**src/rtl/mips_pkg.sv**
```systemverilog
// Shared encodings for the multicycle MIPS control path: states, opcodes,
// funct codes, ALU and PC-source selects, plus the DECODE dispatch helper.
package mips_pkg;

  localparam int unsigned STATE_W = 4;
  localparam int unsigned OP_W    = 6;

  typedef enum logic [STATE_W-1:0] {
    S_FETCH  = 4'd0,
    S_DECODE = 4'd1,
    S_MEMADR = 4'd2,
    S_MEMRD  = 4'd3,
    S_MEMWB  = 4'd4,
    S_MEMWR  = 4'd5,
    S_RTEX   = 4'd6,
    S_RTWB   = 4'd7,
    S_BEQ    = 4'd8,
    S_IMMEX  = 4'd9,
    S_IMMWB  = 4'd10,
    S_JUMP   = 4'd11,
    S_MULT   = 4'd12,
    S_MULTWB = 4'd13
  } state_e;

  localparam logic [OP_W-1:0] OP_RTYPE = 6'b000000;
  localparam logic [OP_W-1:0] OP_LW    = 6'b100011;
  localparam logic [OP_W-1:0] OP_SW    = 6'b101011;
  localparam logic [OP_W-1:0] OP_BEQ   = 6'b000100;
  localparam logic [OP_W-1:0] OP_ADDI  = 6'b001000;
  localparam logic [OP_W-1:0] OP_ADDIU = 6'b001001;
  localparam logic [OP_W-1:0] OP_J     = 6'b000010;

  localparam logic [OP_W-1:0] FN_ADD  = 6'b100000;
  localparam logic [OP_W-1:0] FN_SUB  = 6'b100010;
  localparam logic [OP_W-1:0] FN_AND  = 6'b100100;
  localparam logic [OP_W-1:0] FN_OR   = 6'b100101;
  localparam logic [OP_W-1:0] FN_SLT  = 6'b101010;
  localparam logic [OP_W-1:0] FN_MULT = 6'b011000;

  localparam logic [1:0] ALU_ADD   = 2'b00;
  localparam logic [1:0] ALU_SUB   = 2'b01;
  localparam logic [1:0] ALU_FUNCT = 2'b10;

  localparam logic [1:0] PC_ALU    = 2'b00;
  localparam logic [1:0] PC_ALUOUT = 2'b01;
  localparam logic [1:0] PC_JUMP   = 2'b10;

  localparam logic [1:0] SRCB_REG  = 2'b00;
  localparam logic [1:0] SRCB_FOUR = 2'b01;
  localparam logic [1:0] SRCB_IMM  = 2'b10;
  localparam logic [1:0] SRCB_BR   = 2'b11;

  // Successor of DECODE; S_FETCH doubles as the "unsupported instruction" marker.
  function automatic state_e decode_next(input logic [OP_W-1:0] opcode,
                                         input logic [OP_W-1:0] funct);
    state_e nxt;
    nxt = S_FETCH;
    case (opcode)
      OP_LW, OP_SW:      nxt = S_MEMADR;
      OP_BEQ:            nxt = S_BEQ;
      OP_ADDI, OP_ADDIU: nxt = S_IMMEX;
      OP_J:              nxt = S_JUMP;
      OP_RTYPE: begin
        case (funct)
          FN_MULT:                                nxt = S_MULT;
          FN_ADD, FN_SUB, FN_AND, FN_OR, FN_SLT:  nxt = S_RTEX;
          default:                                nxt = S_FETCH;
        endcase
      end
      default:           nxt = S_FETCH;
    endcase
    return nxt;
  endfunction

endpackage

```
**src/rtl/mips_mult_timer.sv**
```systemverilog
// Down-counter that times the MULT state: loaded on entry, counts to zero,
// flags the entry cycle and completion.
module mips_mult_timer #(
  parameter int unsigned MULT_CYCLES = 4
) (
  input  logic clk,
  input  logic rst_n,
  input  logic load,
  input  logic dec,
  output logic first_c,
  output logic done_c
);

  localparam int unsigned CNT_W = $clog2(MULT_CYCLES) + 1;
  localparam logic [CNT_W-1:0] LOAD_VAL = CNT_W'(MULT_CYCLES - 1);

  logic [CNT_W-1:0] cnt_q, cnt_d;

  always_comb begin
    cnt_d = cnt_q;
    if (load) begin
      cnt_d = LOAD_VAL;
    end else if (dec && (cnt_q != '0)) begin
      cnt_d = cnt_q - CNT_W'(1);
    end
  end

  always_ff @(posedge clk or negedge rst_n) begin
    if (!rst_n) begin
      cnt_q <= '0;
    end else begin
      cnt_q <= cnt_d;
    end
  end

  // Counter only holds LOAD_VAL on the first MULT cycle since it decrements every cycle after.
  assign first_c = (cnt_q == LOAD_VAL);
  assign done_c  = (cnt_q == '0);

endmodule

```
**src/rtl/mips_multicycle_control.sv**
```systemverilog
// Multicycle MIPS main control FSM: Moore decode of the state register, with
// memory-ready handshaking and a timed MULT state.
module mips_multicycle_control
  import mips_pkg::*;
#(
  parameter int unsigned MULT_CYCLES = 4,
  parameter bit          MEM_WAIT_EN = 1'b1
) (
  input  logic         clk,
  input  logic         rst_n,
  input  logic [5:0]   opcode,
  input  logic [5:0]   funct,
  input  logic         zero,
  input  logic         mem_ready,
  output logic         pc_write,
  output logic         pc_write_cond,
  output logic         iord,
  output logic         mem_read,
  output logic         mem_write,
  output logic         ir_write,
  output logic         mem_to_reg,
  output logic         reg_dst,
  output logic         reg_write,
  output logic         alu_src_a,
  output logic         mult_start,
  output logic         illegal,
  output logic [1:0]   alu_src_b,
  output logic [1:0]   alu_op,
  output logic [1:0]   pc_source,
  output logic [3:0]   state
);

  state_e state_q, state_d;
  state_e decode_nxt_c;
  logic   mem_go_c;
  logic   timer_load_c, timer_dec_c, timer_first_c, timer_done_c;
  logic   unused_zero;

  // The branch-taken enable is formed outside this block from pc_write_cond & zero.
  assign unused_zero = zero;

  assign mem_go_c     = mem_ready | ~MEM_WAIT_EN;
  assign decode_nxt_c = decode_next(opcode, funct);
  assign state        = state_q;

  mips_mult_timer #(
    .MULT_CYCLES (MULT_CYCLES)
  ) u_mult_timer (
    .clk     (clk),
    .rst_n   (rst_n),
    .load    (timer_load_c),
    .dec     (timer_dec_c),
    .first_c (timer_first_c),
    .done_c  (timer_done_c)
  );

  always_ff @(posedge clk or negedge rst_n) begin
    if (!rst_n) begin
      state_q <= S_FETCH;
    end else begin
      state_q <= state_d;
    end
  end

  // Next state and state decode; every strobe is held low while reset is asserted.
  always_comb begin
    state_d       = state_q;
    timer_load_c  = 1'b0;
    timer_dec_c   = 1'b0;
    pc_write      = 1'b0;
    pc_write_cond = 1'b0;
    iord          = 1'b0;
    mem_read      = 1'b0;
    mem_write     = 1'b0;
    ir_write      = 1'b0;
    mem_to_reg    = 1'b0;
    reg_dst       = 1'b0;
    reg_write     = 1'b0;
    alu_src_a     = 1'b0;
    mult_start    = 1'b0;
    illegal       = 1'b0;
    alu_src_b     = SRCB_REG;
    alu_op        = ALU_ADD;
    pc_source     = PC_ALU;

    if (rst_n) begin
      case (state_q)
        S_FETCH: begin
          mem_read  = 1'b1;
          alu_src_b = SRCB_FOUR;
          if (mem_go_c) begin
            ir_write = 1'b1;
            pc_write = 1'b1;
            state_d  = S_DECODE;
          end
        end
        S_DECODE: begin
          alu_src_b    = SRCB_BR;
          illegal      = (decode_nxt_c == S_FETCH);
          timer_load_c = (decode_nxt_c == S_MULT);
          state_d      = decode_nxt_c;
        end
        S_MEMADR: begin
          alu_src_a = 1'b1;
          alu_src_b = SRCB_IMM;
          state_d   = (opcode == OP_LW) ? S_MEMRD : S_MEMWR;
        end
        S_MEMRD: begin
          mem_read = 1'b1;
          iord     = 1'b1;
          if (mem_go_c) state_d = S_MEMWB;
        end
        S_MEMWB: begin
          reg_write  = 1'b1;
          mem_to_reg = 1'b1;
          state_d    = S_FETCH;
        end
        S_MEMWR: begin
          mem_write = 1'b1;
          iord      = 1'b1;
          if (mem_go_c) state_d = S_FETCH;
        end
        S_RTEX: begin
          alu_src_a = 1'b1;
          alu_op    = ALU_FUNCT;
          state_d   = S_RTWB;
        end
        S_RTWB: begin
          reg_write = 1'b1;
          reg_dst   = 1'b1;
          state_d   = S_FETCH;
        end
        S_BEQ: begin
          alu_src_a     = 1'b1;
          alu_op        = ALU_SUB;
          pc_write_cond = 1'b1;
          pc_source     = PC_ALUOUT;
          state_d       = S_FETCH;
        end
        S_IMMEX: begin
          alu_src_a = 1'b1;
          alu_src_b = SRCB_IMM;
          state_d   = S_IMMWB;
        end
        S_IMMWB: begin
          reg_write = 1'b1;
          state_d   = S_FETCH;
        end
        S_JUMP: begin
          pc_write  = 1'b1;
          pc_source = PC_JUMP;
          state_d   = S_FETCH;
        end
        S_MULT: begin
          alu_src_a   = 1'b1;
          timer_dec_c = 1'b1;
          mult_start  = timer_first_c;
          if (timer_done_c) state_d = S_MULTWB;
        end
        S_MULTWB: begin
          reg_write = 1'b1;
          reg_dst   = 1'b1;
          state_d   = S_FETCH;
        end
        default: state_d = S_FETCH;
      endcase
    end
  end

endmodule
```
**config.mk**
```make
export PLATFORM = sky130hd
export DESIGN_NAME = mips_multicycle_control
export DESIGN_NICKNAME = d
export VERILOG_FILES = /design/src/rtl/mips_pkg.sv /design/src/rtl/mips_mult_timer.sv /design/src/rtl/mips_multicycle_control.sv
export SDC_FILE = /design/constraint.sdc
export NUM_CORES = 1
export LEC_CHECK = 0
export CAP_MARGIN = 25
export CORE_MARGIN = 5
export CORE_UTILIZATION = 47
export DETAILED_ROUTE_END_ITERATION = 8
export HOLD_SLACK_MARGIN = 0.12
export PLACE_DENSITY = 0.92
export RECOVER_POWER = 100
export SETUP_SLACK_MARGIN = 0.02
export SYNTH_ARGS = -nofsm -noshare
export SYNTH_HDL_FRONTEND = slang
export SYNTH_SLANG_ARGS = --single-unit
```
**constraint.sdc**
```tcl
create_clock -name clk -period 4.5 [get_ports clk]
set_clock_uncertainty 0.2 [all_clocks]
set_input_delay 0.675 -clock clk [delete_from_list [all_inputs] [get_ports clk]]
set_output_delay 0.675 -clock clk [all_outputs]
set_load 0.01 [all_outputs]
```
==> run metrics, run 1 <==
Post-synth EDFFs=0; Final ANT Viol Nets=0; CP Data Arrival Time=2.78 ns; worst min path class=reg2reg; fin crit period=3.66 ns; IO buf count=36; I/O pin total=38; status=finished clean; CTS root buffer=clkbuf_4; peak supply drop=213 uV; switching power=200 uW; most frequent cells in the layout=25 x dlygate4sd3_1, 19 x nor2_1, 11 x clkdlybuf4s50_1; first-pass GRT wire length=4.53 mm; Mapped Nets=around 150; Iteration-0 DRC Markers=23; Fin Setup TNS=0 ns; number of synthesis warnings=0; total power=around 440 uW; die area=between 3000 and 4000 um^2; power share of the sequential group=0.279; global placement routability congestion=around 0.84; final count of pins violating max slew=0; die height=55.9 um; # diodes=0; CTS tree=done; core area=roughly 2000 um^2; Area contributors post-synth=dfrtp_1 18%, nor2_1 7.2%, nand2b_1 5.1%; CP max stage delay=~0.67 ns; CTS buffer count=3; commonest non-fill, non-tap cell in the layout=dlygate4sd3_1; Post-synth top flop=dfrtp_1; combinational fraction of design power=0.585; CP Launch Type=input pin; initial antenna violation count=0; Tcrit/Tclk final=0.813; Resized Gates After CTS=0; Reg area=175 um^2; maximum root-to-sink buffer count=2; Crit path required time=between 3 and 4 ns; Net count, final=188; drt via density=5.67; Initial Util=0.500; post-synth top area share=0.177; flops & latches, synth=7; cell with the largest stage delay on the worst path=dlygate4sd3_1; Clock transition at path regs=0.05 ns; routed wire length=2.65 mm; dpl cell area=1350 um^2; max frequency=0.273 GHz; layout cells sized above 1=0.0655; Total GRT Usage=0.179; Post-Syn Instances=135; CP max FO=7; post-DP HPWL=2.00 mm; register area share after synthesis=0.177; max-cap viol count=0; headroom to the max-slew limit=0.283; # fillers=157; P_int=237 uW; area occupied by multi-input gates=751 um^2; CP endpoint kind=primary output; worst setup margin=0.840 ns; clock sink count=7; Syn Area/Cell=7.34 um^2; Layout area overhead=38.5%; clock latency on the worst-skew pair=0.26 ns; Final Util=0.693; Cell Area, Synth=991 um^2; Leakage=0.000600 uW; Post-synth ARST share=1.00; PD cells=319 nW/um^2; RSZ-0062 raised after global routing=no; final hold viol count=0; drt first pass iters=4; # rows=16; Crit Path Category=in2out; Die Wd=~56 um; Unique masters post-synth=between 40 and 50; drt wl/cell=13.6 um; vias in the first global route=1025; Design Area, Final=around 1400 um^2; Final Setup Violations=0; via count=1106; hold_buf cts=0; DP Worst Slack=0.957 ns; Sw Ratio=0.458; Post-CTS Setup Bufs=0; crit path cell chain=dlygate4sd3_1 > nor3b_1 > o21bai_1 > or3_1 > nand4_1 > a21oi_1 > dlygate4sd3_1; Synth area leader=dfrtp_1; largest net degree at the start of global routing=21; DRC Markers=0; gr ovfl total=0; Most common cell on crit path=dlygate4sd3_1; Clock Power Share=0.135; Worst Tran Pin Value=approximately 1.1 ns; H-tree depth=1
[through the flow]
step                      hold WS [ns]  instances
after global placement           0.343        191
final                            0.371        195
after detailed placement         0.350        191
after floorplan                  0.179        135
after global routing             0.387        195
after CTS                        0.369        195
[power groups by stage]
stage | clock network (uW) | registers (uW) | logic, uW
after global routing | 62.8 | 128 | 284
after detailed placement | 0 | 125 | 272
after floorplan | 0 | 92.6 | 193
after global placement | 0 | 124 | 266
final | 59.1 | 122 | 256
after CTS | 60.0 | 124 | 275
[cell families after synthesis]
kind of cell,share of synthesized area
DFF,0.177
and+or+nand+nor,0.434
buffers and inverters,0.0581
AOI/OAI and AO/OA,0.210
xor gates and xnor gates,0.0530
muxes,0.0303
adders and majority gates,0.0379
[per-layer routing]
metal	global-route usage	vias to the layer above	routed length, um
met4	0.0915	0	50
met1	0.203	501	1130
met2	0.307	43	1270
met3	0.0464	5	197
li1	-	557	-
met5	0	-	0
[worst paths after layout]
kind                                            start                    end  slack [ns]  cells past startpoint
max in group asynchronous                       rst_n               state[3]        3.29                      2
worst max-delay path                        opcode[1]                illegal        0.84                      7
worst min register to register  u_mult_timer.cnt_q[0]  u_mult_timer.cnt_q[0]        0.37                      2
worst max register to register               state[2]               state[2]        1.98                      4
worst min-delay path            u_mult_timer.cnt_q[0]  u_mult_timer.cnt_q[0]        0.37                      2
min in group asynchronous                       rst_n               state[2]        0.63                      2
[layout make-up]
cell class	instances	share of cell area
inverter	5	0.0137
tap	27	0.0246
multi-input combinational	115	0.547
timing repair buffer	37	0.268
clock buffer	4	0.0191
sequential	7	0.128
[Yosys cell counts, types with 2 or more instances]
cell type,instances
nor2_1,19
nand2_1,10
o21ai_0,10
nand2b_1,8
dfrtp_1,7
nor2b_1,6
a21oi_1,5
clkbuf_1,5
inv_1,5
nor3b_1,5
nor3_1,4
a31oi_1,3
ha_1,3
xnor2_1,3
xor2_1,3
buf_4,2
mux2_4,2
nand3_1,2
nor4b_1,2
o21a_1,2
or3_1,2
or3b_2,2
[sequential cells by signal, summed over array words and instances (netlist names)]
register	cells
state	4
u_mult_timer.cnt_q	3
[critical path, delay by kind of cell]
kind	cells	cell delay (ns)
buffers and inverters	2	1.27
and+or+nand+nor	3	0.69
AOI/OAI and AO/OA	2	0.15
(Power assumes the default switching activity.)
==> inputs of run 2 (changes only) <==
CORE_UTILIZATION = 40   (was 47)
PLACE_DENSITY = 0.84   (was 0.92)
clock period = 2.98 ns   (was 4.5 ns; I/O delays follow)
==> run metrics, run 2 (synthesized netlist as in run 1, its figures left out) <==
RSZ-0062 raised after global routing=no; vias in the first global route=~1100; global placement routability congestion=0.893; initial antenna violation count=0; Worst Tran Pin Value=0.495 ns; worst hold slack=0.351 ns; final hold viol count=0; # diodes=0; CP endpoint=alu_op[0]; largest net degree at the start of global routing=20; most frequent cells in the layout=19 x nor2_1, 18 x clkdlybuf4s50_1, 14 x dlygate4sd3_1; Setup crit start=rst_n; CTS buffer count=3; Initial Util=0.407; Fin Setup TNS=0 ns; Final Setup Violations=0; layout cells sized above 1=0.116; R2R setup slack=0.67 ns; final count of pins violating max slew=0; IO buf count=36; max-cap viol count=0; commonest non-fill, non-tap cell in the layout=nor2_1; H-tree depth=1; peak supply drop=348 uV; Reg area=175 um^2; via count=1173; clock latency on the worst-skew pair=0.26 ns; drt via density=5.56; DRC Markers=0; Net count, final=201; RR Endpoint=u_mult_timer.cnt_q[1]; Crit Path Category=in2out; maximum root-to-sink buffer count=2; CTS tree=done; # rows=18; CP max FO=4; Die Wd=59.8 um; routed wire length=roughly 2.8 mm; total power=~700 uW; Layout area overhead=45.6%; worst min path class=reg2reg; area occupied by multi-input gates=around 740 um^2; DP Worst Slack=-0.124 ns; Total GRT Usage=0.166; CTS root buffer=clkbuf_4; max reg flops=4; gr ovfl total=0; core area=2430 um^2; Crit path required time=~2.3 ns; die area=3570 um^2; max frequency=0.347 GHz; Leakage=0.000611 uW; CP Data Arrival Time=2.24 ns; Tcrit/Tclk final=0.967; # fillers=around 250; drt first pass iters=4; clock sink count=7; first-pass GRT wire length=~4.7 mm; drt wl/cell=13.1 um; Iteration-0 DRC Markers=29; status=finished clean; headroom to the max-slew limit=0.669; origin of the critical flop-to-flop path=state[0]; Post-CTS Setup Bufs=0; fin crit period=2.88 ns; I/O pin total=38; Clock transition at path regs=0.06 ns; PD cells=485 nW/um^2; CP endpoint kind=primary output; Final ANT Viol Nets=0; post-DP HPWL=2.19 mm; worst setup margin=approximately 0.1 ns; CP Launch Type=input pin; die height=59.8 um; FF-to-FF path depth=5; Final Util=0.593
[run 2: cell types whose count changed in the layout (fill, tap and decap cells not counted), moves of 2 or more]
cell             before  now
buf_4                 1   11
clkdlybuf4s50_1      11   18
mux2_1                0    2
dlygate4sd3_1        25   14
mux2_4                2    0
clkbuf_1              1    5
[run 2: worst min path at each step]
stage | start | endpoint | cells past startpoint
after global placement | u_mult_timer.cnt_q[0] | u_mult_timer.cnt_q[0] | 2
after detailed placement | u_mult_timer.cnt_q[2] | u_mult_timer.cnt_q[2] | 2
after floorplan | rst_n | state[0] | 0
final | state[3] | state[0] | 2
after global routing | state[3] | state[0] | 2
after CTS | state[3] | state[0] | 2
[run 2: what timing repair did]
item	4_1_cts	5_1_grt
gates resized for setup	2	4
pin swaps	0	0
hold buffers	0	0
setup endpoints to repair	1	4
[run 2: worst max-delay path, cell delays in order]
cell and delay, ns:
clkdlybuf4s50_1 0.47, or3b_2 0.46, clkbuf_1 0.16, nor2_1 0.14, clkdlybuf4s50_1 0.55
[run 2: area by class of cell]
| cell class | instances | area share |
|---|---|---|
| clock buffers | 4 | 0.0182 |
| flip-flops and latches | 7 | 0.121 |
| multi-input cells | 115 | 0.513 |
| repair buffers | 50 | 0.309 |
| well taps | 30 | 0.0260 |
| inverters | 5 | 0.0130 |
[run 2: where the power goes]
group	total [uW]	switching [uW]	internal [uW]
clock network	89.8	38.5	51.3
logic	470	244	226
registers	140	28.1	112
[run 2: metrics by stage]
step	instances	cell area [um^2]
2_1_floorplan	135	991
3_3_place_gp	207	1460
3_5_place_dp	207	1460
4_1_cts	211	1480
5_1_grt	211	1440
6_report	211	1440
[run 2: routing by layer]
metal	track usage	up-vias	wire length, um
met3	0.0130	6	198
met2	0.295	42	1410
met5	0	-	0
met1	0.202	546	1100
li1	-	579	-
met4	0.0696	0	45
